==> config.mk <==
export PLATFORM = sky130hd
export DESIGN_NAME = systolic_feeder
export DESIGN_NICKNAME = d
export VERILOG_FILES = /design/src/rtl/systolic_pkg.sv /design/src/rtl/skew_lane.sv /design/src/rtl/systolic_feeder.sv
export SDC_FILE = /design/constraint.sdc
export NUM_CORES = 1
export LEC_CHECK = 0
export CAP_MARGIN = 20
export CELL_PAD_IN_SITES_DETAIL_PLACEMENT = 0
export CELL_PAD_IN_SITES_GLOBAL_PLACEMENT = 2
export CORE_UTILIZATION = 35
export DETAILED_ROUTE_END_ITERATION = 10
export PLACE_DENSITY = 0.74
export SETUP_SLACK_MARGIN = 0.4
export SYNTH_ARGS = -nofsm -noshare
export SYNTH_HDL_FRONTEND = slang
export SYNTH_SLANG_ARGS = --single-unit
==> constraint.sdc <==
create_clock -name clk -period 7.4 [get_ports clk]
set_input_delay 0.74 -clock clk [delete_from_list [all_inputs] [get_ports clk]]
set_output_delay 0.74 -clock clk [all_outputs]
set_load 0.005 [all_outputs]
==> src/rtl/systolic_pkg.sv <==
// Shared constants and state encoding for the systolic edge feeder.
// Imported by systolic_feeder and skew_lane.
package systolic_pkg;

  localparam int N  = 3;
  localparam int DW = 32;
  localparam int NE = N * N;
  localparam int TW = 3;

  localparam logic [TW-1:0] T_LAST = TW'(2 * N - 2);

  typedef enum logic [1:0] {
    S_IDLE,
    S_FEED,
    S_FLUSH,
    S_DONE
  } state_e;

endpackage

==> src/rtl/skew_lane.sv <==
// One skewed stream lane: picks element (t - idx) of a row/column.
// Ports: idx_i lane index, t_i feed counter, e*_i elements, elem_o out.
module skew_lane
  import systolic_pkg::*;
(
  input  logic [1:0]    idx_i,
  input  logic [TW-1:0] t_i,
  input  logic [DW-1:0] e0_i,
  input  logic [DW-1:0] e1_i,
  input  logic [DW-1:0] e2_i,
  output logic [DW-1:0] elem_o
);

  logic [TW-1:0] idx_w;
  logic [TW-1:0] k;

  assign idx_w = {1'b0, idx_i};
  assign k     = t_i - idx_w;

  // Slots before the lane's delay or past its 3 elements are padding.
  always_comb begin
    elem_o = '0;
    if (t_i >= idx_w) begin
      unique case (k)
        3'd0:    elem_o = e0_i;
        3'd1:    elem_o = e1_i;
        3'd2:    elem_o = e2_i;
        default: elem_o = '0;
      endcase
    end
  end

endmodule

==> src/rtl/systolic_feeder.sv <==
// Stores A/B operands and drives the skewed west/north streams.
// Ports: load handshake, start, busy/out_valid/done, 3 west + 3 north.
module systolic_feeder
  import systolic_pkg::*;
#(
  parameter int FLUSH = 4
) (
  input  logic          clk,
  input  logic          rst,
  input  logic          load_valid,
  output logic          load_ready,
  input  logic          load_sel,
  input  logic [3:0]    load_addr,
  input  logic [DW-1:0] load_data,
  input  logic          start,
  output logic          busy,
  output logic          out_valid,
  output logic [DW-1:0] inp_west0,
  output logic [DW-1:0] inp_west3,
  output logic [DW-1:0] inp_west6,
  output logic [DW-1:0] inp_north0,
  output logic [DW-1:0] inp_north1,
  output logic [DW-1:0] inp_north2,
  output logic          done
);

  localparam int FW = (FLUSH > 1) ? $clog2(FLUSH) : 1;
  localparam logic [FW-1:0] F_LAST =
    FW'((FLUSH > 0) ? FLUSH - 1 : 0);

  state_e        state_q;
  logic [TW-1:0] t_q;
  logic [FW-1:0] f_q;
  logic          busy_q;
  logic          done_q;
  logic          valid_q;

  logic [DW-1:0] a_q  [NE];
  logic [DW-1:0] b_q  [NE];
  logic [DW-1:0] ws_q [N];
  logic [DW-1:0] ns_q [N];
  logic [DW-1:0] west [N];
  logic [DW-1:0] north[N];

  logic          wr_en;

  // busy_q also covers the done cycle, so a start or load
  // arriving alongside done is refused like any busy cycle.
  assign load_ready = ~busy_q;
  assign wr_en      = load_valid & ~busy_q;

  always_ff @(posedge clk) begin
    if (rst) begin
      for (int e = 0; e < NE; e++) begin
        a_q[e] <= '0;
        b_q[e] <= '0;
      end
    end else if (wr_en) begin
      for (int e = 0; e < NE; e++) begin
        if (load_addr == 4'(e)) begin
          if (load_sel) b_q[e] <= load_data;
          else          a_q[e] <= load_data;
        end
      end
    end
  end

  for (genvar i = 0; i < N; i++) begin : g_lane
    skew_lane u_west (
      .idx_i  (2'(i)),
      .t_i    (t_q),
      .e0_i   (a_q[i*N+0]),
      .e1_i   (a_q[i*N+1]),
      .e2_i   (a_q[i*N+2]),
      .elem_o (west[i])
    );
    skew_lane u_north (
      .idx_i  (2'(i)),
      .t_i    (t_q),
      .e0_i   (b_q[0*N+i]),
      .e1_i   (b_q[1*N+i]),
      .e2_i   (b_q[2*N+i]),
      .elem_o (north[i])
    );
  end

  // Streams are captured during each FEED cycle, so they appear
  // one cycle after the state; done is delayed the same way.
  always_ff @(posedge clk) begin
    if (rst) begin
      state_q <= S_IDLE;
      t_q     <= '0;
      f_q     <= '0;
      busy_q  <= 1'b0;
      done_q  <= 1'b0;
      valid_q <= 1'b0;
      for (int k = 0; k < N; k++) begin
        ws_q[k] <= '0;
        ns_q[k] <= '0;
      end
    end else begin
      valid_q <= 1'b0;
      done_q  <= 1'b0;
      for (int k = 0; k < N; k++) begin
        ws_q[k] <= '0;
        ns_q[k] <= '0;
      end
      unique case (state_q)
        S_IDLE: begin
          if (start && !busy_q) begin
            state_q <= S_FEED;
            t_q     <= '0;
            busy_q  <= 1'b1;
          end else begin
            busy_q  <= 1'b0;
          end
        end
        S_FEED: begin
          valid_q <= 1'b1;
          for (int k = 0; k < N; k++) begin
            ws_q[k] <= west[k];
            ns_q[k] <= north[k];
          end
          if (t_q == T_LAST) begin
            f_q <= '0;
            if (FLUSH == 0) state_q <= S_DONE;
            else            state_q <= S_FLUSH;
          end else begin
            t_q <= t_q + 1'b1;
          end
        end
        S_FLUSH: begin
          if (f_q == F_LAST) state_q <= S_DONE;
          else               f_q <= f_q + 1'b1;
        end
        S_DONE: begin
          done_q  <= 1'b1;
          state_q <= S_IDLE;
        end
      endcase
    end
  end

  assign busy       = busy_q;
  assign done       = done_q;
  assign out_valid  = valid_q;
  assign inp_west0  = ws_q[0];
  assign inp_west3  = ws_q[1];
  assign inp_west6  = ws_q[2];
  assign inp_north0 = ns_q[0];
  assign inp_north1 = ns_q[1];
  assign inp_north2 = ns_q[2];

endmodule

==> results of run 1 <==
## per-stage QoR
stage | std cells | cell area, sq um | utilization, % | hold slack [ns] | worst slack, ns
floorplan | 1422 | 25700 | - | 0.448 | 2.42
global placement | 2539 | 29100 | 40.3 | 0.453 | 3.83
detailed placement | 2539 | 29100 | 40.3 | 0.477 | 3.76
CTS | 2689 | 31700 | 44.0 | 0.484 | 3.73
global route | 2690 | 31800 | 44.1 | 0.514 | 3.49
finish | 2691 | 31800 | 44.1 | 0.482 | 3.70
## state kept, by name, summed over array words and instances, names as in the netlist
name	cells
a_q	288
busy	1
state_q	2
ns_q	96
out_valid	1
b_q	288
t_q	3
f_q	2
ws_q	96
done	1
## kinds of logic (layout without fill, tap and decap cells)
| family | after synthesis | in the layout | share of synthesized area [%] |
|---|---|---|---|
| other | 0 | 1 | 0 |
| XOR/XNOR | 1 | 1 | 0.0341 |
| buffers and inverters | 105 | 423 | 2.17 |
| AO/OA/AOI/OAI | 224 | 224 | 8.57 |
| multiplexers | 6 | 6 | 0.239 |
| flip-flops | 778 | 778 | 83.0 |
| adder cells (fa/ha/maj) | 12 | 12 | 0.584 |
| AND/OR/NAND/NOR | 296 | 296 | 5.37 |
## tightest hold or removal path: stages (launching register included)
cell	delay, ns
sky130_fd_sc_hd__dfxtp_1	0.31
sky130_fd_sc_hd__o31ai_1	0.06
sky130_fd_sc_hd__a21oi_1	0.06
## power groups by stage
stage	clock network, mW	logic (mW)	registers, mW
6_report	4.00	0.925	4.98
2_1_floorplan	0	0.492	5.06
4_1_cts	4.09	0.926	4.98
5_1_grt	4.26	0.984	4.99
3_3_place_gp	0	0.917	5.06
3_5_place_dp	0	0.921	5.07
## layout by cell type (no fill, tap or decap), drive strengths merged, types with 9 or more instances in the layout
cell type / n
edfxtp: 576
clkdlybuf4s50: 236
dfxtp: 202
nor2: 195
a222oi: 192
clkbuf: 105
and2: 65
clkinv: 32
buf: 26
inv: 14
ha: 12
o21ai: 9
## metal layers
layer,share of wire [%],wire length [microns]
met5,0,0
met4,2.2,1520
met3,11,7320
met2,47,32300
met1,41,28400
## final cells by class
type                    instances  share of cell area [%]
multi-input cells             539                    12.5
well taps                     950                    3.74
clock buffers                 105                    6.90
flip-flops and latches        778                    67.2
diodes                          1                 0.00788
clock inverters                45                    1.44
repair buffers                262                    8.11
inverters                      11                   0.130
## final timing paths
| check | startpoint | endpoint | slack (ns) |
|---|---|---|---|
| hold / removal | f_q[1] | f_q[1] | 0.48 |
| setup / recovery | t_q[0] | ws_q[0][34] | 3.70 |
| hold reg to reg | f_q[1] | f_q[1] | 0.48 |
| setup reg to reg | t_q[0] | ws_q[0][34] | 3.70 |
==> flow_summary.rst, run 1 <==
.. list-table::
   :header-rows: 1

   * - Metric
     - Value
   * - Crit-path leading delay family
     - buffers and inverters
   * - M2 GR Usage
     - between 20% and 30%
   * - Hold Fails Final Rpt
     - 0
   * - Site Rows
     - between 90 and 100
   * - Most area-consuming cells after synthesis
     - sky130_fd_sc_hd__edfxtp_1, sky130_fd_sc_hd__dfxtp_1, sky130_fd_sc_hd__a222oi_1
   * - Slowest-stage cell, CP
     - sky130_fd_sc_hd__buf_4
   * - Headroom to the max-slew limit
     - around 28%
   * - Unique cell type count in the Yosys netlist
     - 42
   * - Unrepaired setup endpoints after global routing
     - false
   * - Total half-perimeter wirelength after legalization and detailed placement
     - 41.3 mm
   * - Number of flip-flops and latches in the synthesized netlist
     - about 800
   * - Endpoints failing setup
     - 0
   * - Number of max-cap violations
     - 0
   * - Count of nets left with antenna violations after detail routing
     - 0
   * - Leakage power total
     - 11.0 nW
   * - Run status
     - complete, no violations
   * - Critical path, cell by cell
     - inv_1 -> ha_4 -> buf_4 -> buf_4 -> a222oi_1 -> nor2_1
   * - 1st-iter DRT viols
     - about 2.2k
   * - Vias per inst
     - between 5 and 6
   * - Most common cell on crit path
     - sky130_fd_sc_hd__buf_4
   * - Worst clock skew
     - ~0.021 ns
   * - Number of buffers between clock root and the deepest sink
     - 3
   * - Number of cells traversed by the worst hold path
     - 2
   * - Weighted congestion reported at the end of routability-driven placement
     - roughly 0.73
   * - Clock network power share
     - 40.4%
   * - Synthesis Warnings
     - 0
   * - Number of enable-type register cells in the synthesized netlist
     - roughly 580
   * - Maximum clock frequency
     - 0.270 GHz
   * - Main synth FF type
     - sky130_fd_sc_hd__edfxtp_1
   * - Critical-path maximum fanout
     - 84
   * - Synth Cell Area
     - 25700 sq um
   * - Final Critical Period
     - ~3.7 ns
   * - Initial antenna violation count
     - 6
   * - Slew @ Worst Pin
     - between 1 and 1.5 ns
   * - Post-layout net count
     - about 1.7k
   * - Most frequent cells after synthesis
     - sky130_fd_sc_hd__edfxtp_1, sky130_fd_sc_hd__dfxtp_1, sky130_fd_sc_hd__nor2_1, sky130_fd_sc_hd__a222oi_1, sky130_fd_sc_hd__and2_1
   * - Combined area of the multi-input logic cells
     - between 3000 and 4000 sq um
   * - Quantity of hold-fixing buffers added after cts
     - 0
   * - GR Util met3
     - 5.54%
   * - Share of the clock period used by the worst path after layout
     - 50.1%
   * - Total buffers and inverters traversed by the critical path
     - 3
   * - Combined flip-flop and latch cell area
     - 21300 sq um
   * - Vias after detailed routing
     - ~14k
   * - Library cell with the highest instance count after synthesis
     - sky130_fd_sc_hd__edfxtp_1
   * - Die Wd
     - 273 microns
   * - Comb pwr share
     - about a tenth
   * - CTS root buf
     - sky130_fd_sc_hd__clkbuf_16
   * - Avg Inst Size Synth
     - 18.1 sq um
   * - Clock network latency to the later pin of the worst-skew pair
     - approximately 0.63 ns
   * - Post-CTS Setup Inserts
     - 0
   * - Critical path data arrival time
     - between 4 and 5 ns
   * - CTS sink cnt
     - ~780
   * - Min-delay worst type
     - reg2reg
   * - Total stage count of the critical path
     - 6
   * - CP Capture Type
     - register
   * - Num ports
     - ~240
   * - Area delta synth->final
     - 23.6%
   * - Filler Cells Inserted
     - approximately 6.3k
   * - Required @ worst endpoint
     - between 7 and 8 ns
   * - Number of gates resized after CTS
     - 0
   * - Number of nets produced by synthesis
     - roughly 1.5k
   * - Longest individual stage delay on the worst path
     - 0.88 ns
   * - Overall power of the completed layout
     - around 9.9 mW
   * - Critical path class
     - reg2reg
   * - GRT Resource Usage Total
     - a little under a fifth
   * - Switching pwr
     - 2.38 mW
   * - Wire length of the first global-routing pass
     - 100 mm
   * - DRC viols
     - 0
   * - Global-route layer with the greatest usage
     - met2
   * - Sequential cell fraction of total power
     - 50.2%
   * - Remaining Overflow, GRT
     - 0
   * - Die Span Y
     - ~270 microns
   * - Number of buffers created by CTS
     - 80
   * - Instance count of the mapped netlist
     - 1422
   * - Power density over the cells
     - around 310 nW/um^2
   * - Initial Utilization
     - 35.6%
   * - Share of layout cells above drive strength 1
     - about a tenth
   * - Pin count of the biggest net entering global routing
     - between 80 and 90
   * - Maximum level of the CTS H-tree
     - 3
   * - CTS tree
     - built
   * - Worst-case reg-to-reg path depth
     - 6
   * - Worst setup SP type
     - register
   * - Vias in the first global route
     - between 10k and 15k
   * - Count of TritonRoute iterations in the first routing pass
     - 10
   * - Area share of the largest cell type after synthesis
     - 67.3%
   * - VDD IR-drop max
     - 0.160 mV
   * - Detailed Route WL
     - roughly 70 mm
   * - Proportion of synthesized flip-flops having asynchronous set or reset
     - 0%
   * - GRT met1 Usage
     - ~25%
   * - Die area
     - 74500 sq um
   * - Post-synth top area cell
     - sky130_fd_sc_hd__edfxtp_1
   * - TNS Setup
     - 0 ns
   * - Sequential-to-total area share from yosys stat
     - 83.0%
   * - Core area
     - about 72000 sq um
   * - Internal Power
     - ~7.5 mW
   * - Clock transition at the registers of the reported paths
     - about 0.06 ns
   * - Per-cell routed wire length
     - around 26 microns
   * - Number of buffers inserted by port buffering
     - ~240
   * - Slew Limit Fails
     - 0
   * - Net Sw Frac
     - 24.0%
(Power assumes the default switching activity.)
==> run 2: changes to the inputs <==
Clock period 7.4 ns to 3.8 ns, I/O delays scaled along.
==> run 2 against run 1 <==
Effect of this change: critical path type unchanged; global-route usage is 0.77 points lower; first-iteration DRC count is 11% lower; clock-buffer cell count is 4 higher; clock power is 100% higher; utilization is 0.36 points higher; largest cell class unchanged; fmax is 32% higher; clock skew is 0.021 ns higher; worst setup slack worse by 2.7 ns; non-clock buffer count is 12 higher.
==> flow_summary.rst, run 2 (same netlist as run 1, synthesis figures left out) <==
.. list-table::
   :header-rows: 1

   * - Metric
     - Value
   * - Wire length of the first global-routing pass
     - a little under 100 mm
   * - CP Capture Type
     - register
   * - Top library cells by usage in the layout, fill and taps aside
     - sky130_fd_sc_hd__edfxtp_1, sky130_fd_sc_hd__clkdlybuf4s50_1, sky130_fd_sc_hd__dfxtp_1, sky130_fd_sc_hd__nor2_1, sky130_fd_sc_hd__a222oi_1
   * - Maximum clock frequency
     - roughly 0.36 GHz
   * - GRT Resource Usage Total
     - roughly 18%
   * - Quantity of hold-fixing buffers added after cts
     - 0
   * - Slowest-stage cell, CP
     - sky130_fd_sc_hd__buf_4
   * - Comb pwr share
     - under 10%
   * - Hold Fails Final Rpt
     - 0
   * - Worst clock skew
     - 0.0419 ns
   * - Net Sw Frac
     - a little under a quarter
   * - Pin count of the biggest net entering global routing
     - a little over 100
   * - Worst setup SP type
     - register
   * - Maximum level of the CTS H-tree
     - 3
   * - Count of nets left with antenna violations after detail routing
     - 0
   * - Final-layout worst hold slack
     - approximately 0.47 ns
   * - VDD IR-drop max
     - ~0.32 mV
   * - Share of the clock period used by the worst path after layout
     - ~74%
   * - Endpoints failing setup
     - 0
   * - Largest registers
     - a_q: 288 flops, b_q: 288 flops
   * - Number of buffers between clock root and the deepest sink
     - 3
   * - Critical path data arrival time
     - 3.34 ns
   * - Vias per inst
     - between 5 and 6
   * - Critical path class
     - reg2reg
   * - Required @ worst endpoint
     - roughly 4.3 ns
   * - Die Span Y
     - approximately 270 microns
   * - Most common cell after layout, fill and taps aside
     - sky130_fd_sc_hd__edfxtp_1
   * - Post-DP Area
     - slightly below 30000 sq um
   * - Vias after detailed routing
     - 14.2k
   * - Headroom to the max-slew limit
     - about a quarter
   * - Die Wd
     - 273 microns
   * - CTS root buf
     - sky130_fd_sc_hd__clkbuf_16
   * - Weighted congestion reported at the end of routability-driven placement
     - about 0.75
   * - Number of buffers created by CTS
     - between 80 and 90
   * - Initial antenna violation count
     - 3
   * - Area delta synth->final
     - 24.6%
   * - Site Rows
     - just under 100
   * - Leakage power total
     - 11.1 nW
   * - Sequential cell fraction of total power
     - roughly half
   * - Unrepaired setup endpoints after global routing
     - false
   * - Clock transition at the registers of the reported paths
     - 0.06 ns
   * - Post-layout net count
     - ~1.7k
   * - Clock network latency to the later pin of the worst-skew pair
     - 0.64 ns
   * - CTS tree
     - built
   * - Run status
     - complete, no violations
   * - Min-delay worst type
     - reg2reg
   * - Longest individual stage delay on the worst path
     - 0.93 ns
   * - Initial Utilization
     - a little over a third
   * - Slew @ Worst Pin
     - about 1.1 ns
   * - Final Critical Period
     - 2.81 ns
   * - Internal Power
     - around 15 mW
   * - TNS Setup
     - 0 ns
   * - Num ports
     - 237
   * - Critical-path maximum fanout
     - 86
   * - Critical path, cell by cell
     - inv_1 -> ha_4 -> buf_4 -> a222oi_1 -> nor2_1
   * - DRC viols
     - 0
   * - Count of TritonRoute iterations in the first routing pass
     - 10
   * - Per-cell routed wire length
     - between 20 and 25 microns
   * - 1st-iter DRT viols
     - approximately 2k
   * - Number of buffers inserted by port buffering
     - 236
   * - Total half-perimeter wirelength after legalization and detailed placement
     - just over 40 mm
   * - Power density over the cells
     - 611 nW/um^2
   * - Post-route cell area
     - 32000 sq um
   * - Clock network power share
     - between 40% and 50%
   * - Switching pwr
     - ~4.5 mW
   * - Slew Limit Fails
     - 0
   * - Die area
     - ~75000 sq um
   * - Share of layout cells above drive strength 1
     - 11.0%
   * - Post-CTS Setup Inserts
     - 0
   * - Core area
     - around 70000 sq um
   * - Vias in the first global route
     - ~14k
   * - Detailed Route WL
     - 67.3 mm
   * - Number of max-cap violations
     - 0
   * - Remaining Overflow, GRT
     - 0
   * - Utilization after layout
     - between 40% and 50%
   * - Number of gates resized after CTS
     - 0
   * - CTS sink cnt
     - a little under 800
-- run 2: cell types whose count changed in the layout (fill, tap and decap cells not counted), sizes merged --
cell      delta
buf         +12
clkinv       -9
clkinvlp     +1
inv          -2
bufinv       +4
clkbuf       +4
-- run 2: power by group through the flow --
stage / registers, mW / logic (mW) / clock network, mW
6_report: 9.70 / 1.70 / 8.17
5_1_grt: 9.73 / 1.82 / 8.64
4_1_cts: 9.70 / 1.72 / 8.31
3_5_place_dp: 9.88 / 1.72 / 0
3_3_place_gp: 9.86 / 1.70 / 0
2_1_floorplan: 9.84 / 0.961 / 0
-- run 2: layout make-up --
| type | count | area [sq um] |
|---|---|---|
| multi-input combinational | 539 | 3970 |
| timing repair buffer | 274 | 2670 |
| inverter | 11 | 41.3 |
| clock inverter | 39 | 520 |
| sequential | 778 | 21300 |
| fill | 6268 | 40100 |
| antenna | 1 | 2.50 |
| tap | 950 | 1190 |
| clock buffer | 109 | 2280 |
-- run 2: worst paths after layout --
path                                 start           to  slack, ns  depth (start not counted)
worst max-delay path                t_q[0]  ns_q[0][10]       0.99                          5
worst min-delay path            a_q[0][13]  ws_q[0][13]       0.47                          2
worst max register to register      t_q[0]  ns_q[0][10]       0.99                          5
worst min register to register  a_q[0][13]  ws_q[0][13]       0.47                          2
-- run 2: worst max-delay path: cells and delay by family, from the launching register on --
kind / cells / cell delay [ns]
AO/OA/AOI/OAI: 1 / 0.25
adder cells (fa/ha/maj): 1 / 0.61
buffers and inverters: 2 / 1.17
AND/OR/NAND/NOR: 1 / 0.21
flip-flops: 1 / 0.39
-- run 2: through the flow --
stage	total power, mW	cells	worst slack, ns
finish	19.6	2701	0.990
global route	20.2	2700	0.833
CTS	19.7	2700	0.969
detailed placement	11.6	2552	0.945
global placement	11.6	2551	0.972
floorplan	10.8	1422	-0.818
-- run 2: layer usage --
| metal | vias to the layer above | global-route usage, % | part of all wire (%) |
|---|---|---|---|
| met1 | 7167 | 23.7 | 40 |
| met4 | 0 | 5.47 | 2.2 |
| met3 | 80 | 4.67 | 10 |
| li1 | 6231 | - | - |
| met2 | 748 | 28.5 | 47 |
| met5 | - | 0 | 0 |
